### config.mk
export PLATFORM = sky130hd
export DESIGN_NAME = ysyx_idu
export DESIGN_NICKNAME = d
export VERILOG_FILES = /design/src/rtl/ysyx_idu_pkg.sv /design/src/rtl/ysyx_idu_scoreboard.sv /design/src/rtl/ysyx_idu.sv
export SDC_FILE = /design/constraint.sdc
export NUM_CORES = 1
export LEC_CHECK = 0
export BUFFER_PORTS_ARGS = -buffer_cell sky130_fd_sc_hd__buf_4
export CAP_MARGIN = 20
export CORE_AREA = 2 2 109 111
export DETAILED_ROUTE_END_ITERATION = 16
export DIE_AREA = 0 0 111 113
export HOLD_SLACK_MARGIN = 0.08
export PLACE_DENSITY_LB_ADDON = 0.3
export REMOVE_ABC_BUFFERS = 1
export SLEW_MARGIN = 20
export SYNTH_ARGS = -nofsm -noshare
export SYNTH_HDL_FRONTEND = slang
export SYNTH_HIERARCHICAL = 1
export SYNTH_SLANG_ARGS = --single-unit
### constraint.sdc
create_clock -name clk -period 3.2 [get_ports clk]
set_input_delay 0.32 -clock clk [delete_from_list [all_inputs] [get_ports clk]]
set_output_delay 0.32 -clock clk [all_outputs]
set_load 0.05 [all_outputs]
### src/rtl/ysyx_idu_pkg.sv
// ysyx IDU shared definitions: opcodes, immediate formats,
// handshake states and the immediate generator.
package ysyx_idu_pkg;

  localparam logic [6:0] OPC_OP     = 7'b0110011;
  localparam logic [6:0] OPC_OP_IMM = 7'b0010011;
  localparam logic [6:0] OPC_LOAD   = 7'b0000011;
  localparam logic [6:0] OPC_STORE  = 7'b0100011;
  localparam logic [6:0] OPC_BRANCH = 7'b1100011;
  localparam logic [6:0] OPC_JAL    = 7'b1101111;
  localparam logic [6:0] OPC_JALR   = 7'b1100111;
  localparam logic [6:0] OPC_LUI    = 7'b0110111;
  localparam logic [6:0] OPC_AUIPC  = 7'b0010111;
  localparam logic [6:0] OPC_SYSTEM = 7'b1110011;

  typedef enum logic [2:0] {
    IMM_NONE,
    IMM_I,
    IMM_S,
    IMM_B,
    IMM_U,
    IMM_J
  } imm_fmt_e;

  typedef enum logic [1:0] {
    HS_IDLE,
    HS_REQ,
    HS_WAIT
  } hs_state_e;

  typedef struct packed {
    logic op;
    logic op_imm;
    logic load;
    logic store;
    logic branch;
    logic jal;
    logic jalr;
    logic lui;
    logic auipc;
    logic system;
  } opc_cls_t;

  function automatic logic [31:0] imm_gen(
    input imm_fmt_e    fmt,
    input logic [31:0] i
  );
    logic [31:0] r;
    r = '0;
    unique case (fmt)
      IMM_I: r = {{20{i[31]}}, i[31:20]};
      IMM_S: r = {{20{i[31]}}, i[31:25], i[11:7]};
      IMM_B: r = {{19{i[31]}}, i[31], i[7],
                  i[30:25], i[11:8], 1'b0};
      IMM_U: r = {i[31:12], 12'b0};
      IMM_J: r = {{11{i[31]}}, i[31], i[19:12],
                  i[20], i[30:21], 1'b0};
      default: r = '0;
    endcase
    return r;
  endfunction

endpackage

### src/rtl/ysyx_idu_scoreboard.sv
// Register busy-bit scoreboard; queries see the same-cycle
// writeback clear as a bypass, x0 is never busy.
module ysyx_idu_scoreboard #(
  parameter int REG_NUM = 16
) (
  input  logic       clk,
  input  logic       rst,
  input  logic       set_en,
  input  logic [4:0] set_idx,
  input  logic       clr_en,
  input  logic [4:0] clr_idx,
  input  logic       flush,
  input  logic [4:0] q1_idx,
  output logic       q1_busy,
  input  logic [4:0] q2_idx,
  output logic       q2_busy
);

  logic [REG_NUM-1:0] busy_q;
  logic [REG_NUM-1:0] busy_eff;

  always_ff @(posedge clk) begin
    if (!rst || flush) begin
      busy_q <= '0;
    end else begin
      for (int i = 0; i < REG_NUM; i++) begin
        if (set_en && set_idx == 5'(i) && i != 0)
          busy_q[i] <= 1'b1;
        else if (clr_en && clr_idx == 5'(i))
          busy_q[i] <= 1'b0;
      end
    end
  end

  always_comb begin
    busy_eff = busy_q;
    for (int i = 0; i < REG_NUM; i++) begin
      if (clr_en && clr_idx == 5'(i))
        busy_eff[i] = 1'b0;
    end
    busy_eff[0] = 1'b0;
  end

  always_comb begin
    q1_busy = 1'b0;
    q2_busy = 1'b0;
    for (int i = 0; i < REG_NUM; i++) begin
      if (q1_idx == 5'(i))
        q1_busy = busy_eff[i];
      if (q2_idx == 5'(i))
        q2_busy = busy_eff[i];
    end
  end

endmodule

### src/rtl/ysyx_idu.sv
// ysyx instruction decode stage: one-entry pipeline register,
// RV32 field/immediate decode and RAW hazard interlock.
module ysyx_idu
  import ysyx_idu_pkg::*;
#(
  parameter int ADDR_W  = 32,
  parameter int DATA_W  = 32,
  parameter int REG_NUM = 16
) (
  input  logic              clk,
  input  logic              rst,
  input  logic              prev_valid,
  output logic              ready_o,
  input  logic [DATA_W-1:0] inst,
  input  logic [ADDR_W-1:0] pc,
  input  logic              next_ready,
  output logic              valid_o,
  output logic [ADDR_W-1:0] pc_o,
  output logic [4:0]        rs1_o,
  output logic [4:0]        rs2_o,
  output logic [4:0]        rd_o,
  output logic [DATA_W-1:0] imm_o,
  output logic [6:0]        opcode_o,
  output logic [2:0]        funct3_o,
  output logic [6:0]        funct7_o,
  output logic              wen_o,
  output logic              is_load_o,
  output logic              is_store_o,
  output logic              is_branch_o,
  output logic              is_jal_o,
  output logic              is_jalr_o,
  output logic              is_system_o,
  output logic              illegal_o,
  input  logic              wb_valid,
  input  logic [4:0]        wb_rd,
  input  logic              flush
);

  localparam logic [5:0] RN = 6'(REG_NUM);

  logic              valid_q;
  logic [DATA_W-1:0] inst_q;
  logic [ADDR_W-1:0] pc_q;

  logic [6:0] opc;
  logic [4:0] rs1;
  logic [4:0] rs2;
  logic [4:0] rd;
  opc_cls_t   cls;
  imm_fmt_e   fmt;
  logic       known;
  logic       uses_rs1;
  logic       uses_rs2;
  logic       wr_cls;
  logic       bad_reg;
  logic       illegal;
  logic       wen;
  logic [DATA_W-1:0] imm;

  logic rs1_busy;
  logic rs2_busy;
  logic hz;
  logic accept;
  logic issue;

  assign opc = inst_q[6:0];
  assign rs1 = inst_q[19:15];
  assign rs2 = inst_q[24:20];
  assign rd  = inst_q[11:7];

  always_comb begin
    cls        = '0;
    cls.op     = opc == OPC_OP;
    cls.op_imm = opc == OPC_OP_IMM;
    cls.load   = opc == OPC_LOAD;
    cls.store  = opc == OPC_STORE;
    cls.branch = opc == OPC_BRANCH;
    cls.jal    = opc == OPC_JAL;
    cls.jalr   = opc == OPC_JALR;
    cls.lui    = opc == OPC_LUI;
    cls.auipc  = opc == OPC_AUIPC;
    cls.system = opc == OPC_SYSTEM;
  end

  always_comb begin
    fmt = IMM_NONE;
    unique case (1'b1)
      cls.op_imm, cls.load,
      cls.jalr, cls.system: fmt = IMM_I;
      cls.store:            fmt = IMM_S;
      cls.branch:           fmt = IMM_B;
      cls.lui, cls.auipc:   fmt = IMM_U;
      cls.jal:              fmt = IMM_J;
      default:              fmt = IMM_NONE;
    endcase
  end

  assign known = |cls;

  assign uses_rs1 = cls.op | cls.op_imm | cls.load
                  | cls.jalr | cls.system
                  | cls.store | cls.branch;
  assign uses_rs2 = cls.op | cls.store | cls.branch;
  assign wr_cls   = cls.op | cls.op_imm | cls.load
                  | cls.jalr | cls.lui | cls.auipc
                  | cls.jal;

  // Indices beyond the register file (RV32E) are undecodable.
  assign bad_reg = (uses_rs1 && {1'b0, rs1} >= RN)
                 | (uses_rs2 && {1'b0, rs2} >= RN)
                 | (wr_cls   && {1'b0, rd}  >= RN);

  assign illegal = !known
                 | (inst_q[1:0] != 2'b11)
                 | bad_reg;
  assign wen     = wr_cls & (rd != 5'd0) & !illegal;
  assign imm     = DATA_W'(imm_gen(fmt, 32'(inst_q)));

  ysyx_idu_scoreboard #(
    .REG_NUM(REG_NUM)
  ) u_sb (
    .clk    (clk),
    .rst    (rst),
    .set_en (issue & wen),
    .set_idx(rd),
    .clr_en (wb_valid),
    .clr_idx(wb_rd),
    .flush  (flush),
    .q1_idx (rs1),
    .q1_busy(rs1_busy),
    .q2_idx (rs2),
    .q2_busy(rs2_busy)
  );

  assign hz = valid_q
            & ((uses_rs1 & rs1_busy) | (uses_rs2 & rs2_busy));

  assign valid_o = valid_q & !hz & !flush;
  assign ready_o = !flush
                 & (!valid_q | (valid_o & next_ready));
  assign accept  = prev_valid & ready_o;
  assign issue   = valid_o & next_ready;

  always_ff @(posedge clk) begin
    if (!rst) begin
      valid_q <= 1'b0;
      inst_q  <= '0;
      pc_q    <= '0;
    end else if (flush) begin
      valid_q <= 1'b0;
    end else if (accept) begin
      valid_q <= 1'b1;
      inst_q  <= inst;
      pc_q    <= pc;
    end else if (issue) begin
      valid_q <= 1'b0;
    end
  end

  // Decoded fields read as zero while the register is empty.
  assign pc_o        = valid_q ? pc_q : '0;
  assign rs1_o       = valid_q ? rs1 : '0;
  assign rs2_o       = valid_q ? rs2 : '0;
  assign rd_o        = valid_q ? rd : '0;
  assign imm_o       = valid_q ? imm : '0;
  assign opcode_o    = valid_q ? opc : '0;
  assign funct3_o    = valid_q ? inst_q[14:12] : '0;
  assign funct7_o    = valid_q ? inst_q[31:25] : '0;
  assign wen_o       = valid_q & wen;
  assign is_load_o   = valid_q & cls.load;
  assign is_store_o  = valid_q & cls.store;
  assign is_branch_o = valid_q & cls.branch;
  assign is_jal_o    = valid_q & cls.jal;
  assign is_jalr_o   = valid_q & cls.jalr;
  assign is_system_o = valid_q & cls.system;
  assign illegal_o   = valid_q & illegal;

endmodule

==> results.toml, run 1 <==
[hold_path]
timing.hold.worst.start = "flush"
hp-class = "in2reg"

[timing]
layout_skew_ps = 8.31
timing.final.max_slew_violations = 0
timing.final.setup_violations = 2
timing.final.hold_violations = 0
max-slew-margin-rel_pct = 37.4
max_freq_ghz = 0.308
final.period_utilization_pct = 102
worstMarginPinSlew_ps = 939
finalWorstSetupSlack_ps = -51.5
totalNegativeSetupSlack_ps = -76.2
grt_setup_unrepaired = "true"
finalCriticalPeriod_ps = 3250
timing.hold.ws_ps = 216

[run_status]
violations = "negative setup slack"
outcome = "finished, violations left"

[synth]
post_synth_most_frequent_cells = "a21oi_1 (102), dfxtp_1 (80), and2_1 (73), nand3_1 (73), nand2_1 (43)"
synth_cell_type_count = 67
synthesis.area_per_instance_um2 = 7.22
synth_flop_cell = "dfxtp_1"
postSynthRegisterBits = 80
post_synth_top_area_share_pct = 32.2
syn_area_mm2 = 0.00497
synth.top_cells.by_area = "dfxtp_1 (32%), a21oi_1 (10%), and2_1 (9.2%)"
post-synth-top-area-cell = "dfxtp_1"
synth_edf_count = 0
synth_sequential_area_ratio_pct = 32.2
yosysWarningCount = 6
synthesis.instances = 689
ys_async_sr_fraction_pct = 0
post-synth-top-count-cell = "a21oi_1"

[cts]
cts_hold_repair.buffers = 0
clkSlewWorstSetupHoldPaths_ps = 60
cts_max_level = 3
worst_skew_pair.late_latency_ps = 340
clock-sinks = 80
cts-buffers-inserted = 9
cts_tree = "yes"
root_buffer = "clkbuf_16"
max-clock-path-buffers = 2

[global_route]
grt_first_pass_wirelength_um = 29400
grt.busiest_layer = "met2"
first_global_vias = 5693
globalRoute.totalOverflow = 0
global_route.usage.total_pct = 28.9
grt_max_degree = 66
global_route.usage.met1_pct = 36.6
grt_use_met2_pct = 47.2
global_route_track_usage_on_met3_pct = 7.55
grt_antenna_before_repair = 0

[setup_path]
type_of_the_worst_setup_path = "reg2out"
arrival_ps = 2930
timing.critical_path.from = "inst_q[17]"
cp_max_fo = 6
critical_path.reg2reg.startpoint = "inst_q[17]"
worstSetupEndpointType = "output port"
critical_path_required_ps = 2880
worstSetupStartpointType = "flop"

[route]
post-route-drc-count = 0
avgRoutedWirePerCell_um = 18.7
antenna_violating_nets_post_route = 0
detailroute.via_count = 6015
routed_wl_um = 19000
drt_pre_antenna_iters = 7
drt-initial-drc-count = 468
drt-vias-per-instance = 5.93

[placement]
globalplace.congestion = 1.02
pre_cts_ws_ps = -111
io_buf_count = 180
place_area_mm2 = 0.00662
place.detailed.instances = 994
detailedPlacementHpwl_um = 13200

[power_and_ir_drop]
cellInternalPower_uw = 1830
p_comb_share_pct = 15.6
cellPowerDensity_mw_per_mm2 = 357
power.share.clock_pct = 41.7
share_seq_of_total_power_pct = 42.7
power.switching_fraction_pct = 27.3
peakVddDrop_uv = 294
power.leakage_uw = 0.00282
switching_power_uw = 687

[die]
die_height_um = 113
fp.coreArea_mm2 = 0.0113
die_area_mm2 = 0.0125
rows = 39
start_util_pct = 44.1
die-width_um = 111
io_pins = 181

[final_layout]
post_route_cells_drive_above_1_share_pct = 31.2
finalInstanceArea_mm2 = 0.00704
num_antenna_cells = 0
design.final.nets = 942
stdcell_count = 1015
layout-area-overhead-vs-synth_pct = 41.5

[flow_run]
maxCapViolations = 0
## power groups by stage
stage	sequential (uW)	clock, uW	combinational [uW]
finish	1070	1050	392
global route	1080	1100	422
CTS	1070	1060	381
detailed placement	1090	0	378
global placement	1090	0	371
floorplan	1090	0	180
## worst max-delay path, cell delays in order, from the launching register on
cell	delay, ps
dfxtp_1	310
buf_4	150
or3b_4	420
nor3_4	150
or2_1	130
nor4_1	60
o311ai_1	380
inv_1	130
a2111oi_4	330
buf_4	180
o21a_4	150
nor2_1	50
buf_6	150
## what timing repair did
item | in CTS | in global routing
endpoints found under the hold margin | 0 | 0
setup endpoints to repair | 1 | 8
gates cloned | 0 | 0
gates resized for setup | 4 | 16
setup buffers | 0 | 5
pin swaps | 1 | 9
## state kept, by name, summed over array words and instances, names as in the netlist
signal,count
inst_q,32
pc_q,32
u_sb/busy_q,15
valid_q,1
## routing by layer
layer / wire length [um] / part of all wire (%) / vias up
met5: 0 / 0 / -
met4: 609 / 3.2 / 0
met3: 1750 / 9.2 / 47
met2: 8980 / 47 / 304
met1: 7640 / 40 / 2846
li1: - / - / 2818
## cell usage in the layout (no fill, tap or decap), drive strengths merged, types with 3 or more instances in the layout
cell and count:
a211oi 4, nand3 73, o21ai 81, nor4 4
inv 11, mux2i 4, or2 3, nor3 10
clkbuf 12, nand3b 6, or3 3, nor2 34
o31ai 3, a21oi 103, nand2 43, a22oi 10
dfxtp 80, o211ai 3, and3 6, nor3b 3
a31oi 4, and2 73, buf 228, nand2b 8
nor2b 13
## path summary, 6_finish.rpt
check,end,slack [ps],cells past startpoint
min reg2reg,pc_q[3],480,2
max reg2reg,pc_q[8],70,14
max,ready_o,-50,12
min,valid_q,220,2
## final cells by class
class	instances	area, um^2
well taps	143	179
fillers	1024	4230
clock buffers	12	246
inverters	11	42.5
flip-flops and latches	80	1610
multi-input cells	537	3150
repair buffers	228	1760
clock inverters	4	51.3
## logic make-up after synthesis
family                 share of synthesized area, %
XOR/XNOR                                      0.176
flip-flops                                     32.2
AO/OA/AOI/OAI                                  27.3
multiplexers                                   1.03
buffers and inverters                          6.41
AND/OR/NAND/NOR                                32.9
## through the flow
stage / utilization (%) / total power, uW
2_1_floorplan: - / 1270
3_3_place_gp: 58.7 / 1460
3_5_place_dp: 58.7 / 1470
4_1_cts: 61.5 / 2510
5_1_grt: 62.4 / 2600
6_report: 62.4 / 2520
Note: power is estimated with default switching activity, not from simulation.
==> run 2, diff against run 1 <==
- CORE_AREA: 2 2 109 111 -> 2 2 107 109
- DIE_AREA: 0 0 111 113 -> 0 0 109 111
==> run 2 against run 1 <==
Largest cell class unchanged. Final area grew 1.5%. Critical path type is now in2out. Setup slack better by 110 ps. Core utilization rose by 2.1 points. First-iteration DRC count down 1.5%. Clock-buffer cell count down 3. The flow now finishes without violations.
==> results.toml, run 2 (synthesis results as in run 1) <==
[hold_path]
hold_depth = 2
timing.hold.worst.start = "flush"
hp-class = "in2reg"
hold_path_end = "valid_q"

[setup_path]
cp_max_fo = 5
critical_path_required_ps = 2880
r2r.worst_path.cells = 14
critical_path.reg2reg.endpoint = "u_sb/busy_q[2]"
worstSetupStartpointType = "input pin"
type_of_the_worst_setup_path = "in2out"
worstSetupEndpointType = "output port"
arrival_ps = 2820
critical_path.reg2reg.startpoint = "inst_q[15]"
r2r_slack_ps = 210

[die]
die-width_um = 109
rows = 39
fp.coreArea_mm2 = 0.0111
io_pins = 181
die_height_um = 111
start_util_pct = 44.9
die_area_mm2 = 0.0121

[timing]
timing.final.hold_violations = 0
timing.final.setup_violations = 0
max-slew-margin-rel_pct = 37.9
timing.final.max_slew_violations = 0
finalCriticalPeriod_ps = 3140
final.period_utilization_pct = 98.2
grt_setup_unrepaired = "true"
timing.hold.ws_ps = 219
layout_skew_ps = 6.79
max_freq_ghz = 0.318
finalWorstSetupSlack_ps = 57.4
worstMarginPinSlew_ps = 931

[power_and_ir_drop]
report.power.total_uw = 2600
peakVddDrop_uv = 272
power.leakage_uw = 0.00289
cellPowerDensity_mw_per_mm2 = 364

[route]
drt_pre_antenna_iters = 5
antenna_violating_nets_post_route = 0
route.met2.wl_um = 8570
wl_met3_um = 1780
avgRoutedWirePerCell_um = 17.9
drt-initial-drc-count = 461
detailroute.via_count = 5970
wl_met1_um = 7530
drt-vias-per-instance = 5.82
routed_wl_um = 18400
post-route-drc-count = 0
top_signal_layer_used = "met4"

[placement]
globalplace.congestion = 0.951
io_buf_count = 180
detailedPlacementHpwl_um = 13200
pre_cts_ws_ps = -231
place_area_mm2 = 0.00674

[cts]
cts-buffers-inserted = 9
cts_hold_repair.buffers = 0
cts_tree = "yes"
worst_skew_pair.late_latency_ps = 340
clock-sinks = 80
root_buffer = "clkbuf_16"
cts_max_level = 3
clkSlewWorstSetupHoldPaths_ps = 60
max-clock-path-buffers = 2

[final_layout]
num_antenna_cells = 0
finalInstanceArea_mm2 = 0.00714
fillCellCount = 973
finish.utilization_pct = 64.5
post_route_cells_drive_above_1_share_pct = 31.7
reg.largest.list = "inst_q: 32 flops, pc_q: 32 flops, u_sb/busy_q: 15 flops"
most-common-layout-cells = "buf_4 (232), a21oi_1 (102), dfxtp_1 (77), and2_1 (73), nand3_1 (73)"
layout-area-overhead-vs-synth_pct = 43.6
design.final.nets = 952
final_common_cell = "buf_4"

[global_route]
first_global_vias = 5754
global_route.usage.total_pct = 30.1
grt_max_degree = 66
grt_first_pass_wirelength_um = 29000
globalRoute.totalOverflow = 0
grt_antenna_before_repair = 0

[flow_run]
maxCapViolations = 0

[run_status]
outcome = "finished, final reports clean"
[run 2: how the worst max path moves through the flow]
| stage | start | end | slack (ps) | cells after the start |
|---|---|---|---|---|
| after detailed placement | wb_rd[2] | u_sb/busy_q[3] | -230 | 15 |
| after global placement | wb_rd[2] | u_sb/busy_q[3] | -210 | 15 |
| after floorplan | inst_q[15] | ready_o | -770 | 9 |
| after CTS | inst_q[15] | ready_o | 20 | 11 |
| after global routing | inst_q[15] | ready_o | -40 | 11 |
| final | wb_rd[4] | ready_o | 60 | 16 |
[run 2: area by class of cell]
type,instances,area [um^2],share of cell area [%]
clock buffers,9,225,3.15
clock inverters,7,103,1.44
inverters,11,42.5,0.595
multi-input cells,537,3130,43.9
flip-flops and latches,80,1610,22.5
well taps,143,179,2.50
repair buffers,238,1850,25.9
[run 2: critical path: stages]
cell       delay (ps)
buf_4             120
buf_4             140
nand4b_1          280
buf_4             220
o2111ai_2         170
o311ai_2          150
buf_4             150
buf_4             120
o31ai_1            70
o311ai_2          190
inv_1             140
a2111oi_4          50
buf_4             170
o21a_4            230
nor2_1            130
buf_6             180
[run 2: timing repair]
action                                  4_1_cts  5_1_grt
gates resized for setup                       6        9
setup buffers                                 2        0
endpoints found under the setup margin        1       11
pin swaps                                     2        0
[run 2: report_power, final]
part | internal, uW | switching (uW)
Clock | 693 | 437
Sequential | 1030 | 35.3
Combinational | 172 | 228
[run 2: metal layers]
layer	up-vias	GRT usage (%)
li1	2836	-
met1	2797	40.1
met2	303	47.1
met3	34	7.11
met4	0	11.3
met5	-	0
[run 2: metrics by stage]
step,setup TNS [ps],cells
2_1_floorplan,-32640,628
6_report,0,1025
4_1_cts,0,1025
3_3_place_gp,-1920,1007
3_5_place_dp,-2800,1007
5_1_grt,-38.0,1025
